$ cat src/rtl/frame_sync_ctrl.sv
// frame_sync_ctrl: 802.15.4 receive framer (preamble/SFD hunt, PHR length, PSDU byte delivery).
// Define CRC_CHECK_EN to add the CRC-16 ITU-T FCS check that drives crc_ok_o.
module frame_sync_ctrl #(
  parameter int         PREAMBLE_MIN = 24,
  parameter logic [7:0] SFD_VAL      = 8'hA7,
  parameter int         SFD_WINDOW   = 16,
  parameter int         MAX_LEN      = 127,
  parameter int         TIMEOUT      = 255
) (
  input  logic       clk_i,
  input  logic       rst_i,
  input  logic       enable_i,
  input  logic       bit_i,
  input  logic       bit_en_i,
  output logic       cdr_en_o,
  output logic       cdr_clr_o,
  output logic       sfd_o,
  output logic [6:0] len_o,
  output logic       len_valid_o,
  output logic [7:0] byte_o,
  output logic       byte_valid_o,
  output logic       frame_done_o,
  output logic       frame_err_o,
  output logic       crc_ok_o,
  output logic       busy_o
);

  // state   | meaning
  // IDLE    | receiver disabled, CDR stopped
  // HUNT    | counting consecutive preamble zeros
  // SFD     | looking for the delimiter inside the window
  // PHR     | collecting the length byte
  // PAYLOAD | assembling and delivering PSDU bytes
  localparam logic [2:0] S_IDLE = 3'd0;
  localparam logic [2:0] S_HUNT = 3'd1;
  localparam logic [2:0] S_SFD  = 3'd2;
  localparam logic [2:0] S_PHR  = 3'd3;
  localparam logic [2:0] S_PAY  = 3'd4;

`ifdef CRC_CHECK_EN
  localparam int MIN_LEN = 2;
`else
  localparam int MIN_LEN = 1;
`endif

  logic [2:0] state_q, state_d;
  logic [4:0] zcnt_q, zcnt_d;
  logic [4:0] win_q, win_d;
  logic [2:0] bcnt_q, bcnt_d;
  logic [7:0] sh_q, sh_d;
  logic [6:0] rem_q, rem_d;
  logic [7:0] gap_q, gap_d;
  logic [6:0] len_q, len_d;
  logic [7:0] byte_q, byte_d;
  logic       cdr_clr_q, cdr_clr_d, sfd_q, sfd_d, len_valid_q, len_valid_d;
  logic       byte_valid_q, byte_valid_d, done_q, done_d, err_q, err_d;
  logic [7:0] shifted;
  logic       in_frame;

  assign shifted  = {bit_i, sh_q[7:1]};
  assign in_frame = (state_q == S_SFD) || (state_q == S_PHR) || (state_q == S_PAY);

  always_comb begin
    state_d      = state_q;
    zcnt_d       = zcnt_q;
    win_d        = win_q;
    bcnt_d       = bcnt_q;
    sh_d         = sh_q;
    rem_d        = rem_q;
    len_d        = len_q;
    byte_d       = byte_q;
    gap_d        = 8'(TIMEOUT - 1);
    cdr_clr_d    = 1'b0;
    sfd_d        = 1'b0;
    len_valid_d  = 1'b0;
    byte_valid_d = 1'b0;
    done_d       = 1'b0;
    err_d        = 1'b0;
    case (state_q)
      S_IDLE: if (enable_i) begin
        cdr_clr_d = 1'b1;
        zcnt_d    = '0;
        state_d   = S_HUNT;
      end
      S_HUNT: if (bit_en_i) begin
        if (bit_i) zcnt_d = '0;
        else if (zcnt_q != 5'(PREAMBLE_MIN)) zcnt_d = zcnt_q + 5'd1;
        if (!bit_i && (zcnt_q + 5'd1 == 5'(PREAMBLE_MIN))) begin
          sh_d    = '0;
          win_d   = '0;
          state_d = S_SFD;
        end
      end
      S_SFD: if (bit_en_i) begin
        sh_d  = shifted;
        win_d = win_q + 5'd1;
        if (shifted == SFD_VAL) begin
          sfd_d   = 1'b1;
          bcnt_d  = '0;
          state_d = S_PHR;
        end else if (win_d == 5'(SFD_WINDOW)) begin
          err_d     = 1'b1;
          cdr_clr_d = 1'b1;
          zcnt_d    = '0;
          state_d   = S_HUNT;
        end
      end
      S_PHR: if (bit_en_i) begin
        sh_d   = shifted;
        bcnt_d = bcnt_q + 3'd1;
        if (bcnt_q == 3'd7) begin
          // bit 7 of the PHR is reserved and not part of the length
          if (int'(shifted[6:0]) < MIN_LEN || int'(shifted[6:0]) > MAX_LEN) begin
            err_d     = 1'b1;
            cdr_clr_d = 1'b1;
            zcnt_d    = '0;
            state_d   = S_HUNT;
          end else begin
            len_d       = shifted[6:0];
            len_valid_d = 1'b1;
            rem_d       = shifted[6:0];
            state_d     = S_PAY;
          end
        end
      end
      S_PAY: if (bit_en_i) begin
        sh_d   = shifted;
        bcnt_d = bcnt_q + 3'd1;
        if (bcnt_q == 3'd7) begin
          byte_d       = shifted;
          byte_valid_d = 1'b1;
          rem_d        = rem_q - 7'd1;
          if (rem_q == 7'd1) begin
            done_d    = 1'b1;
            cdr_clr_d = 1'b1;
            zcnt_d    = '0;
            state_d   = S_HUNT;
          end
        end
      end
      default: state_d = S_IDLE;
    endcase

    if (in_frame && !bit_en_i) begin
      if (gap_q == '0) begin
        err_d     = 1'b1;
        cdr_clr_d = 1'b1;
        zcnt_d    = '0;
        state_d   = S_HUNT;
      end else begin
        gap_d = gap_q - 8'd1;
      end
    end

    // disable aborts everything except a frame completing on this very bit
    if (!enable_i && state_q != S_IDLE) begin
      state_d      = S_IDLE;
      err_d        = ((state_q == S_PHR) || (state_q == S_PAY)) && !done_d;
      cdr_clr_d    = done_d;
      sfd_d        = 1'b0;
      len_valid_d  = 1'b0;
      len_d        = len_q;
      byte_valid_d = done_d;
      if (!done_d) byte_d = byte_q;
    end
  end

  always_ff @(posedge clk_i) begin
    if (rst_i) begin
      state_q      <= S_IDLE;
      zcnt_q       <= '0;
      win_q        <= '0;
      bcnt_q       <= '0;
      sh_q         <= '0;
      rem_q        <= '0;
      gap_q        <= 8'(TIMEOUT - 1);
      len_q        <= '0;
      byte_q       <= '0;
      cdr_clr_q    <= 1'b0;
      sfd_q        <= 1'b0;
      len_valid_q  <= 1'b0;
      byte_valid_q <= 1'b0;
      done_q       <= 1'b0;
      err_q        <= 1'b0;
    end else begin
      state_q      <= state_d;
      zcnt_q       <= zcnt_d;
      win_q        <= win_d;
      bcnt_q       <= bcnt_d;
      sh_q         <= sh_d;
      rem_q        <= rem_d;
      gap_q        <= gap_d;
      len_q        <= len_d;
      byte_q       <= byte_d;
      cdr_clr_q    <= cdr_clr_d;
      sfd_q        <= sfd_d;
      len_valid_q  <= len_valid_d;
      byte_valid_q <= byte_valid_d;
      done_q       <= done_d;
      err_q        <= err_d;
    end
  end

`ifdef CRC_CHECK_EN
  logic [15:0] crc_q, crc_d, crc_nxt;
  logic        crc_ok_q, crc_ok_d;

  // x^16+x^12+x^5+1, fed in bit arrival order; FCS included so a good frame leaves 0
  always_comb begin
    crc_nxt = {crc_q[14:0], 1'b0} ^ ((crc_q[15] ^ bit_i) ? 16'h1021 : 16'h0000);
    crc_d   = crc_q;
    if (state_q == S_PHR) crc_d = '0;
    else if (state_q == S_PAY && bit_en_i) crc_d = crc_nxt;
    crc_ok_d = crc_ok_q;
    if (sfd_d) crc_ok_d = 1'b0;
    else if (done_d) crc_ok_d = (crc_nxt == 16'h0000);
  end

  always_ff @(posedge clk_i) begin
    if (rst_i) begin
      crc_q    <= '0;
      crc_ok_q <= 1'b0;
    end else begin
      crc_q    <= crc_d;
      crc_ok_q <= crc_ok_d;
    end
  end

  assign crc_ok_o = crc_ok_q;
`else
  assign crc_ok_o = 1'b0;
`endif

  assign cdr_en_o     = (state_q != S_IDLE);
  assign busy_o       = in_frame;
  assign cdr_clr_o    = cdr_clr_q;
  assign sfd_o        = sfd_q;
  assign len_o        = len_q;
  assign len_valid_o  = len_valid_q;
  assign byte_o       = byte_q;
  assign byte_valid_o = byte_valid_q;
  assign frame_done_o = done_q;
  assign frame_err_o  = err_q;

endmodule

$ cat config.mk
export PLATFORM = sky130hd
export DESIGN_NAME = frame_sync_ctrl
export DESIGN_NICKNAME = d
export VERILOG_FILES = /design/src/rtl/frame_sync_ctrl.sv
export SDC_FILE = /design/constraint.sdc
export NUM_CORES = 1
export LEC_CHECK = 0
export ABC_AREA = 1
export CELL_PAD_IN_SITES_DETAIL_PLACEMENT = 0
export CELL_PAD_IN_SITES_GLOBAL_PLACEMENT = 1
export CORE_MARGIN = 5
export CORE_UTILIZATION = 41
export CTS_CLUSTER_SIZE = 30
export DETAILED_ROUTE_END_ITERATION = 10
export HOLD_SLACK_MARGIN = 0.05
export PLACE_DENSITY_LB_ADDON = 0.08
export SLEW_MARGIN = 20
export SYNTH_ARGS = -nofsm -noshare
export SYNTH_HDL_FRONTEND = slang
export SYNTH_SLANG_ARGS = --single-unit
$ cat constraint.sdc
create_clock -name clk_i -period 1.7 [get_ports clk_i]
set_input_delay 0.255 -clock clk_i [delete_from_list [all_inputs] [get_ports clk_i]]
set_output_delay 0.255 -clock clk_i [all_outputs]
set_load 0.005 [all_outputs]
* Word-level counts from Yosys, hierarchy flattened *
Cells that the tools add are included.

word-level totals
  flip-flop bits (word level) = 60
  output and inout bits = 24
  input bits = 5

cells by class
  magnitude comparators = 1
  bitwise operators = 7
  reduce and logical (&&, ||, !) cells = 29
  add/sub/neg operators = 5
  equal/unequal tests = 22
  mux-type cells = 79

operators by type and width
  cell                                                        number
  two-way mux 5 bit                                           18
  two-way mux 8 bit                                           8
  two-way mux 3 bit                                           17
  two-way mux 7 bit                                           5
  one-hot mux 5 bit (5 select lines)                          1
  two-way mux 1 bit                                           23
  inequality test 2 bit, second input constant                9
  one-hot mux 8 bit (2 select lines)                          1
  one-hot mux 3 bit (5 select lines)                          1
  one-hot mux 7 bit (2 select lines)                          1
  AND reduction 4 bit                                         3
  adder 5 x 1 -> 5 bit, second input constant                 2
  equality test 5 bit, second input constant                  2
  one-hot mux 5 bit (2 select lines)                          1
  equality test 8 bit, second input constant                  1
  zero test 8 bit                                             1
  nonzero test 2 bit                                          4
  subtractor 8 x 1 -> 8 bit, second input constant            1
  equality test 7 x 1 -> 1 bit, second input constant         1
  less-than comparator 7 x 1 -> 1 bit, second input constant  1
  inverter 1 bit                                              7
  subtractor 7 x 1 -> 7 bit, second input constant            1
  equality test 3 x 2 -> 1 bit, second input constant         2
  equality test 3 bit, second input constant                  2
  18 further kinds                                            30

* Longest topological paths before layout *
Gate-level depths: netlist of run 1.

  word-level depth = 9
  gate-level depth with buffers = 12
  gate-level depth less buffers = 12

* Worst setup path after synthesis of run 1 *
Ideal clock, no wire load.

  kind = register -> register
  start = reg bcnt_q[0]
  end = reg byte_q[0] (netlist: byte_o[0])
  stages on the path, launching flop included = 10
  buffers on the path = 0
  slack = 0.157 ns
  data required time = 1.568 ns
  arrival = 1.411 ns
  setup time = 0.132 ns
  cell sequence = dfxtp_1 ha_1 ha_1 nand2_1 inv_2 nand3_1 o21ai_2 nand2_2 nand2_1 a21oi_1

on the way
  cells in the longest elaborated chain, start to end = 6
  elaborated cells on any way between the ends = 10

ends and longest elaborated chain
  item                     line  source
  start, declared          49    logic [2:0] bcnt_q, bcnt_d;
  start signal, assigned   189   bcnt_q <= bcnt_d;
  equality test 3 bit (*)  129   if (bcnt_q == 3'd7) begin
  two-way mux 8 bit        129
  two-way mux 8 bit        126   S_PAY: if (bit_en_i) begin
  two-way mux 8 bit        79    case (state_q)
  two-way mux 8 bit        164   if (!done_d) byte_d = byte_q;
  two-way mux 8 bit        156   if (!enable_i && state_q != S_IDLE) begin
  end signal, assigned     194   byte_q <= byte_d;
  end, declared            54    logic [7:0] byte_q, byte_d;

Every way passes the cells marked *; elsewhere a longest branch is shown, timed or not. The select of a mux whose other input is x is not followed.
A chain may end at the register's enable or synchronous reset.

* Final worst setup path of run 1 *
  start = reg state_q[0]
  end = out busy_o

on the way
  cells in the longest elaborated chain, start to end = 3
  elaborated cells on any way between the ends = 5

ends and longest elaborated chain
  item                          line  source
  start, declared               46    logic [2:0] state_q, state_d;
  start signal, assigned        186   state_q <= state_d;
  equality test 3 x 2 -> 1 bit  61    assign in_frame = (state_q == S_SFD) || (state_q == S_PHR) || (state_q == S_PAY);
  logical OR 1 bit              61
  logical OR 1 bit (*)          61
  end, declared                 25    output logic busy_o

Every way passes the cells marked *; elsewhere a longest branch is shown, timed or not.

==> flow_summary.json, run 1 <==
{
  "grt_max_degree": 25,
  "hold_viol_final": 0,
  "cp-end-kind": "output pin",
  "p_total_mw": 3.06,
  "p_leak_nw": 1.87,
  "cts_max_path_buffers": 2,
  "post-route-drc-count": 0,
  "drive_gt1_frac": 0.190,
  "setup_viol": 0,
  "io_pins": 29,
  "core_mm2": 0.00733,
  "io_buffers": 27,
  "drt_first_pass_iters": 5,
  "switchingPower_mw": 0.819,
  "p_int_mw": 2.24,
  "wl_per_cell_um": 12.3,
  "placed_cell_area_mm2": 0.00374,
  "yosys.cell_types.count": 32,
  "hold-worst-slack_ns": 0.415,
  "crit_required_ns": 1.44,
  "cts_hold_buf": 0,
  "filler_cell_count": 731,
  "die_w_um": 97.2,
  "final_max_slew_viol_count": 0,
  "dieHeight_um": 97.2,
  "antenna_found_initial": 0,
  "ant_nets": 0,
  "seqPwrFrac": 0.469,
  "grt-ovfl-total": 0,
  "layout_common_cells": "103 x nand2_1, 67 x nor2_1, 59 x inv_1",
  "syn_inst": 477,
  "via_count": 3187,
  "grt_pass1_vias": 2813,
  "cts_made_buffers": 9,
  "grt_util_all_layers": 0.169,
  "cts.sinks": 59,
  "vias_per_cell": 4.90,
  "arrival_ns": 1.38,
  "multi_input_area_mm2": 0.00171,
  "syn-num-nets": 491,
  "pre_cts_slack_ns": -0.159,
  "path_clk_slew_ns": 0.08,
  "area_delta_synth_final_pct": 30.8,
  "finalCritPeriodShare": 0.961,
  "grt_pass1_wl_um": 13100,
  "dp.final_hpwl_um": 6050,
  "critPathKind": "reg -> out",
  "skew_ns": 0.0138,
  "clkPwrFrac": 0.428,
  "peakVddDrop_mv": 0.496,
  "regArea_mm2": 0.00120,
  "status": "finished, final reports clean",
  "setup_tns_ns": 0,
  "power_density_mw_per_mm2": 751,
  "place.gp.congestion": 0.923,
  "wl_um": 8030,
  "yosysSeqAreaShare": 0.379,
  "root_buffer": "clkbuf_8",
  "avgSynthCellArea_um2": 6.53,
  "comb_power_share": 0.103,
  "critical_path.max_fanout": 3,
  "rows": 31,
  "ys_seq_elements": 59,
  "cts_tree": "built",
  "first_iter_violations": 162,
  "h-tree-depth": 3,
  "initial_core_util": 0.425,
  "switching_share": 0.268,
  "finalInstanceArea_mm2": 0.00408,
  "clock_latency_ns": 0.34,
  "nets": 561,
  "min_period_ns": 1.63,
  "fmax_ghz": 0.612,
  "hold_class": "reg -> reg",
  "netlist_area_mm2": 0.00312,
  "maxCapViolCount": 0,
  "fin_ws_ns": 0.0667,
  "start_kind": "flop",
  "antenna_cells": 0,
  "final_common_cell": "nand2_1",
  "yosys_warnings": 0,
  "die_area_mm2": 0.00945
}
[layer usage]
metal | vias up | track usage | share of wire
met2 | 58 | 0.262 | 0.45
met4 | 0 | 0.0454 | 0.0090
met5 | - | 0 | 0
li1 | 1655 | - | -
met3 | 6 | 0.0438 | 0.045
met1 | 1468 | 0.233 | 0.50
[worst paths after layout]
check             startpoint   endpoint  slack, ns  cells past startpoint
setup / recovery  state_q[0]     busy_o       0.07                      6
hold / removal      gap_q[0]   gap_q[0]       0.42                      1
setup reg to reg   bcnt_q[0]  zcnt_q[0]       0.10                     11
hold reg to reg     gap_q[0]   gap_q[0]       0.42                      1
[synthesized netlist by cell type]
cell	number	area, µm²
dfxtp_1	59	1180
conb_1	1	3.75
nand2_2	2	12.5
a21oi_1	47	235
a21oi_2	1	8.76
o22ai_1	1	6.26
clkbuf_1	4	15.0
inv_2	5	18.8
nand3_2	1	10.0
nor2_1	74	278
buf_2	2	10.0
a211oi_1	1	7.51
nand3b_1	1	7.51
a31oi_1	1	6.26
ha_1	9	113
nand3_1	48	240
o21ai_2	2	17.5
buf_4	2	15.0
o21bai_1	1	7.51
nor2_2	1	6.26
nand2_1	110	413
nand2_4	1	11.3
nand4_1	6	37.5
nor2_8	1	20.0
buf_6	2	22.5
nor3_1	2	10.0
o21ai_0	24	120
clkbuf_8	1	13.8
xor2_1	2	17.5
xnor2_1	1	8.76
inv_1	63	236
and2_1	1	6.26
[critical path, stage by stage (launching register included)]
cell	delay, ns
dfxtp_4	0.39
nor2_4	0.05
nand2_2	0.08
nand2_4	0.08
nor2_8	0.13
inv_2	0.05
dlygate4sd2_1	0.25
[power groups by stage]
stage	logic (mW)	registers, mW	clock network, mW
after floorplan	0.196	1.45	0
after global placement	0.297	1.47	0
after CTS	0.298	1.43	1.35
after detailed placement	0.296	1.47	0
after global routing	0.350	1.44	1.41
final	0.315	1.44	1.31
[cell type report]
class	count	area share
well taps	99	0.0304
flip-flops and latches	59	0.293
repair buffers	70	0.145
clock buffers	10	0.0338
clock inverters	6	0.0160
multi-input cells	339	0.419
inverters	68	0.0626
[registers in the layout, indices dropped and copies added, names as in the netlist, 5 cells and up]
| name | cells |
|---|---|
| byte_o | 8 |
| gap_q | 8 |
| len_o | 7 |
| rem_q | 7 |
| sh_q | 7 |
| win_q | 5 |
| zcnt_q | 5 |
[logic make-up after synthesis]
| kind of cell | Yosys count | share of synthesized area |
|---|---|---|
| and+or+nand+nor | 248 | 0.338 |
| buffers and inverters | 79 | 0.106 |
| AOI/OAI and AO/OA | 78 | 0.131 |
| DFF | 59 | 0.379 |
| adders and majority gates | 9 | 0.0361 |
| xor gates and xnor gates | 3 | 0.00843 |
| other | 1 | 0.00120 |
[what timing repair did]
action                                  in CTS  in global routing
pin swaps                                    2                  6
setup buffers                                2                  0
hold endpoints to repair                     0                  0
endpoints found under the setup margin       2                 38
gates resized for setup                     12                 33
gates cloned                                 0                  0
[through the flow]
step / instances / util
6_report: 651 / 0.556
5_1_grt: 651 / 0.556
4_1_cts: 651 / 0.543
3_5_place_dp: 633 / 0.510
3_3_place_gp: 633 / 0.510
2_1_floorplan: 477 / -
Power figures use the tool's default switching activity.
==> run 2, diff against run 1 <==
--- a/config.mk
+++ b/config.mk
@@ -9,9 +9,10 @@
 export CELL_PAD_IN_SITES_DETAIL_PLACEMENT = 0
 export CELL_PAD_IN_SITES_GLOBAL_PLACEMENT = 1
 export CORE_MARGIN = 5
-export CORE_UTILIZATION = 41
+export CORE_UTILIZATION = 37
 export CTS_CLUSTER_SIZE = 30
 export DETAILED_ROUTE_END_ITERATION = 10
+export GPL_ROUTABILITY_DRIVEN = 0
 export HOLD_SLACK_MARGIN = 0.05
 export PLACE_DENSITY_LB_ADDON = 0.08
 export SLEW_MARGIN = 20
==> constraint.sdc (replaced) <==
create_clock -name clk_i -period 1.4 [get_ports clk_i]
set_input_delay 0.21 -clock clk_i [delete_from_list [all_inputs] [get_ports clk_i]]
set_output_delay 0.21 -clock clk_i [all_outputs]
set_load 0.005 [all_outputs]
==> run 2 against run 1 <==
Against the previous run: the flow now finishes with violations (setup timing); sequential share of layout area fell by 4.7 points; die area rose by 9.7%; final area rose by 20%; largest power group unchanged.
==> flow_summary.json, run 2 (synthesis gave the netlist of run 1 again) <==
{
  "p_total_mw": 3.63,
  "cts_hold_buf": 0,
  "layout_common_cells": "91 x nand2_1, 87 x buf_4, 58 x nor2_1",
  "final_max_slew_viol_count": 0,
  "cpMaxStageDelayCell": "dfxtp_2",
  "wl_um": 8980,
  "drt_first_pass_iters": 4,
  "crit_required_ns": 1.67,
  "cts.sinks": 59,
  "die_w_um": 102,
  "grt_pass1_vias": 3078,
  "maxCapViolCount": 0,
  "core_mm2": 0.00822,
  "finalCritPeriodShare": 1.11,
  "io_pins": 29,
  "critical_path.max_fanout": 5,
  "arrival_ns": 1.83,
  "first_iter_violations": 173,
  "power_density_mw_per_mm2": 740,
  "fin_ws_ns": -0.154,
  "ant_nets": 0,
  "drive_gt1_frac": 0.380,
  "dieHeight_um": 102,
  "vias_per_cell": 4.69,
  "grt_max_degree": 25,
  "cp-end-kind": "flop",
  "setup_viol": 48,
  "status": "finished with violations",
  "cts_max_path_buffers": 2,
  "peakVddDrop_mv": 0.467,
  "path_clk_slew_ns": 0.07,
  "filler_cell_count": 777,
  "fmax_ghz": 0.644,
  "grt_pass1_wl_um": 14400,
  "max_stage_delay_ns": 0.35,
  "wl_per_cell_um": 12.5,
  "antenna_cells": 0,
  "rsz0062_at_grt": "true",
  "area_delta_synth_final_pct": 57.5,
  "skew_ns": 0.00958,
  "grt_util_all_layers": 0.177,
  "initial_core_util": 0.379,
  "rows": 33,
  "p_leak_nw": 2.40,
  "cts_made_buffers": 9,
  "h-tree-depth": 3,
  "via_count": 3359,
  "setup_tns_ns": -3.93,
  "grt-ovfl-total": 0,
  "path_cells": "ha_4 > ha_4 > nand2_4 > inv_4 > nand3_4 > buf_6 > o21ai_4 > buf_6 > nand3_2 > a21oi_2",
  "violations": "setup timing",
  "hold_class": "reg -> reg",
  "hold_viol_final": 0,
  "nets": 620,
  "multi_input_area_mm2": 0.00205,
  "post-route-drc-count": 0,
  "critPathKind": "reg -> reg",
  "regArea_mm2": 0.00121,
  "start_kind": "flop",
  "finalInstanceArea_mm2": 0.00491,
  "root_buffer": "clkbuf_8",
  "io_buffers": 27,
  "clock_latency_ns": 0.34,
  "die_area_mm2": 0.0104,
  "final_common_cell": "nand2_1",
  "antenna_found_initial": 0,
  "placed_cell_area_mm2": 0.00419,
  "cts_tree": "built",
  "dp.final_hpwl_um": 6290,
  "min_period_ns": 1.55
}
## run 2: cell count changes in the layout (fill, tap and decap cells not counted), moves of 7 or more
cell	delta
nand3_2	+13
nand2_4	+7
a21oi_1	-8
nand3_1	-15
nor2_1	-9
dlymetal6s2s_1	+8
nand2_1	-12
buf_4	+44
dlygate4sd2_1	+8
o21ai_0	-9
clkdlybuf4s50_1	-18
a21oi_2	+8
buf_6	+12
## run 2: final cells by class
cell class,instances,share of cell area
clock buffers,10,0.0260
clock inverters,6,0.00663
inverters,68,0.0540
multi-input cells,341,0.418
flip-flops and latches,59,0.246
well taps,105,0.0268
repair buffers,127,0.222
## run 2: what timing repair did
action,CTS,global route
gates resized for setup,84,79
setup buffers,4,7
endpoints found under the setup margin,68,69
pin swaps,29,9
gates cloned,1,1
hold endpoints to repair,0,0
## run 2: worst paths after layout
kind / startpoint / to / slack (ns) / cells past startpoint
worst max-delay path: bcnt_q[0] / byte_o[2] / -0.15 / 10
worst min-delay path: gap_q[0] / gap_q[0] / 0.40 / 1
worst max register to register: bcnt_q[0] / byte_o[2] / -0.15 / 10
worst min register to register: gap_q[0] / gap_q[0] / 0.40 / 1
## run 2: routing by layer
layer	global-route usage	vias to the layer above	routed length, µm
met4	0.0491	0	89
met1	0.247	1519	4470
met2	0.275	49	4070
met3	0.0406	9	349
li1	-	1782	-
met5	0	-	0
## run 2: per-stage QoR
stage / setup slack (ns) / hold slack (ns) / util / instances
CTS: -0.184 / 0.420 / 0.560 / 709
global route: -0.258 / 0.406 / 0.598 / 716
finish: -0.154 / 0.395 / 0.598 / 716
floorplan: -0.0477 / 0.375 / - / 477
global placement: -0.457 / 0.400 / 0.510 / 688
detailed placement: -0.485 / 0.405 / 0.510 / 688
## run 2: report_power, final
part / switching (mW) / internal, mW
sequential: 0.0311 / 1.70
combinational: 0.324 / 0.250
clock: 0.700 / 0.626
total: 1.06 / 2.58
## run 2: critical path: cells and delay by family (launching register included)
kind            cells  cell delay [ns]
buf+inv             3             0.36
simple gates        3             0.19
flops               1             0.35
fa+ha+maj           2             0.27
compound gates      2             0.31
==> run 3, diff against run 2 <==
--- a/config.mk
+++ b/config.mk
@@ -6,10 +6,13 @@
 export NUM_CORES = 1
 export LEC_CHECK = 0
 export ABC_AREA = 1
+export CAP_MARGIN = 5
 export CELL_PAD_IN_SITES_DETAIL_PLACEMENT = 0
 export CELL_PAD_IN_SITES_GLOBAL_PLACEMENT = 1
 export CORE_MARGIN = 5
-export CORE_UTILIZATION = 37
+export CORE_UTILIZATION = 38
+export CTS_BUF_LIST = sky130_fd_sc_hd__clkbuf_2 sky130_fd_sc_hd__clkbuf_4 sky130_fd_sc_hd__clkbuf_8
+export CTS_CLUSTER_DIAMETER = 150
 export CTS_CLUSTER_SIZE = 30
 export DETAILED_ROUTE_END_ITERATION = 10
 export GPL_ROUTABILITY_DRIVEN = 0
==> run 3 against run 2 <==
Against the previous run: the run still ends with setup timing left; die area down 2.4%; clock power rose by 9.8%; clock skew grew 0.0020 ns; critical path depth rose by 1; global-route usage is 0.41 points higher; setup slack about the same; core utilization rose by 2.0 points; largest cell class unchanged; highest routed layer unchanged.
==> flow_summary.json, run 3 (synthesis gave the netlist of run 1 again) <==
{
  "status": "finished with violations",
  "violations": "setup timing",
  "start_kind": "flop",
  "antenna_found_initial": 0,
  "clock_latency_ns": 0.34,
  "max_stage_delay_ns": 0.36,
  "maxCapViolCount": 0,
  "ant_nets": 0,
  "nets": 619,
  "arrival_ns": 1.78,
  "final_common_cell": "nand2_1",
  "rr_endpoint": "state_q[2]",
  "hold_class": "reg -> reg",
  "cts_made_buffers": 9,
  "first_iter_violations": 121,
  "fin_ws_ns": -0.154,
  "vias_per_cell": 4.73,
  "finalCritPeriodShare": 1.11,
  "initial_core_util": 0.385,
  "final_max_slew_viol_count": 0,
  "wl_um": 9150,
  "grt_pass1_vias": 3198,
  "crit_required_ns": 1.63,
  "peakVddDrop_mv": 0.499,
  "rows": 33,
  "die_area_mm2": 0.0101,
  "reg2reg_depth": 11,
  "worstReg2RegStart": "bcnt_q[0]",
  "die_w_um": 101,
  "hold_viol_final": 0,
  "setup_viol": 46,
  "hold_path.startpoint": "gap_q[0]",
  "grt-ovfl-total": 0,
  "p_leak_nw": 2.41,
  "final-instance-count-excl-fill": 715,
  "cts.sinks": 59,
  "area_delta_synth_final_pct": 60.3,
  "filler_cell_count": 799,
  "min_period_ns": 1.55,
  "core_mm2": 0.00809,
  "cts_max_path_buffers": 2,
  "grt_util_all_layers": 0.181,
  "cts_tree": "built",
  "power_density_mw_per_mm2": 746,
  "drt_first_pass_iters": 4,
  "cp-end-kind": "flop",
  "hold-worst-slack_ns": 0.431,
  "dp.final_hpwl_um": 6260,
  "wl_per_cell_um": 12.8,
  "rsz0062_at_grt": "true",
  "critPathKind": "reg -> reg",
  "cts_hold_buf": 0,
  "drive_gt1_frac": 0.403,
  "path_cells": "ha_4 > ha_4 > nand2_4 > inv_4 > nand3_4 > nor2_4 > nor2_4 > buf_4 > buf_4 > a21oi_2 > nor2_1",
  "grt_pass1_wl_um": 14600,
  "h-tree-depth": 3,
  "dieHeight_um": 101,
  "grt_max_degree": 25,
  "numPlacedInstances": 685,
  "via_count": 3383,
  "critical_path.max_fanout": 3,
  "min_to": "gap_q[0]",
  "root_buffer": "clkbuf_8",
  "io_buffers": 27,
  "rrSetupSlack_ns": -0.15,
  "path_clk_slew_ns": 0.08,
  "hold_depth": 1,
  "post-route-drc-count": 0,
  "io_pins": 29,
  "skew_ns": 0.0116,
  "antenna_cells": 0,
  "cpMaxStageDelayCell": "dfxtp_2",
  "fmax_ghz": 0.643,
  "layout_common_cells": "85 x nand2_1, 83 x buf_4, 58 x nor2_1"
}
## run 3: cell count changes in the layout (fill, tap and decap cells not counted), sizes merged
cell,delta
buf,-1
clkbuf,+1
clkdlybuf4s50,+1
clkinv,-3
clkinvlp,+1
dlygate4sd2,-2
dlymetal6s2s,+1
nand2,+1
## run 3: worst max-delay path by stage
stage                         start          to  slack, ns  cells after the start
after floorplan           zcnt_q[1]     sh_q[3]      -0.05                     10
final                     bcnt_q[0]  state_q[2]      -0.15                     11
after global placement     bit_en_i   zcnt_q[1]      -0.45                     10
after CTS                 bcnt_q[0]   zcnt_q[1]      -0.12                     11
after detailed placement   bit_en_i   zcnt_q[1]      -0.47                     10
after global routing      zcnt_q[1]   zcnt_q[4]      -0.25                     11
## run 3: timing repair
action / in CTS / in global routing
buffers inserted: 4 / 7
gates resized for setup: 95 / 91
endpoints found under the hold margin: 0 / 0
pin swaps: 25 / 37
gates cloned: 1 / 2
endpoints found under the setup margin: 69 / 69
## run 3: through the flow
step / setup TNS (ns) / worst slack (ns) / instance area [µm²] / utilization / power [mW]
finish: -3.19 / -0.154 / 5000 / 0.617 / 3.73
global route: -7.48 / -0.247 / 5000 / 0.617 / 3.92
CTS: -2.86 / -0.121 / 4640 / 0.573 / 3.72
detailed placement: -20.13 / -0.474 / 4170 / 0.515 / 2.21
global placement: -18.67 / -0.455 / 4170 / 0.515 / 2.21
floorplan: -0.580 / -0.0477 / 3190 / - / 2.01
## run 3: routing by layer
layer | wire [µm] | global-route usage | part of all wire
met5 | 0 | 0 | 0
met4 | 116 | 0.0528 | 0.013
met3 | 336 | 0.0471 | 0.037
met2 | 4220 | 0.286 | 0.46
met1 | 4470 | 0.244 | 0.49
## run 3: where the power goes
group | switching (mW) | internal (mW)
Sequential | 0.0290 | 1.70
Combinational | 0.307 | 0.232
Clock | 0.703 | 0.752
## run 3: layout make-up
type,count,area (µm²),area share
Clock inverter,4,25.0,0.00501
Tap cell,105,131,0.0263
Sequential cell,59,1210,0.242
Timing Repair Buffer,125,1070,0.215
Multi-Input combinational cell,342,2130,0.426
Clock buffer,12,159,0.0318
Inverter,68,268,0.0536
## run 3: worst max-delay path: cells and delay by family (launching register included)
| family | cells | cell delay (ns) |
|---|---|---|
| simple gates | 5 | 0.38 |
| flops | 1 | 0.36 |
| buf+inv | 3 | 0.32 |
| compound gates | 1 | 0.10 |
| fa+ha+maj | 2 | 0.27 |
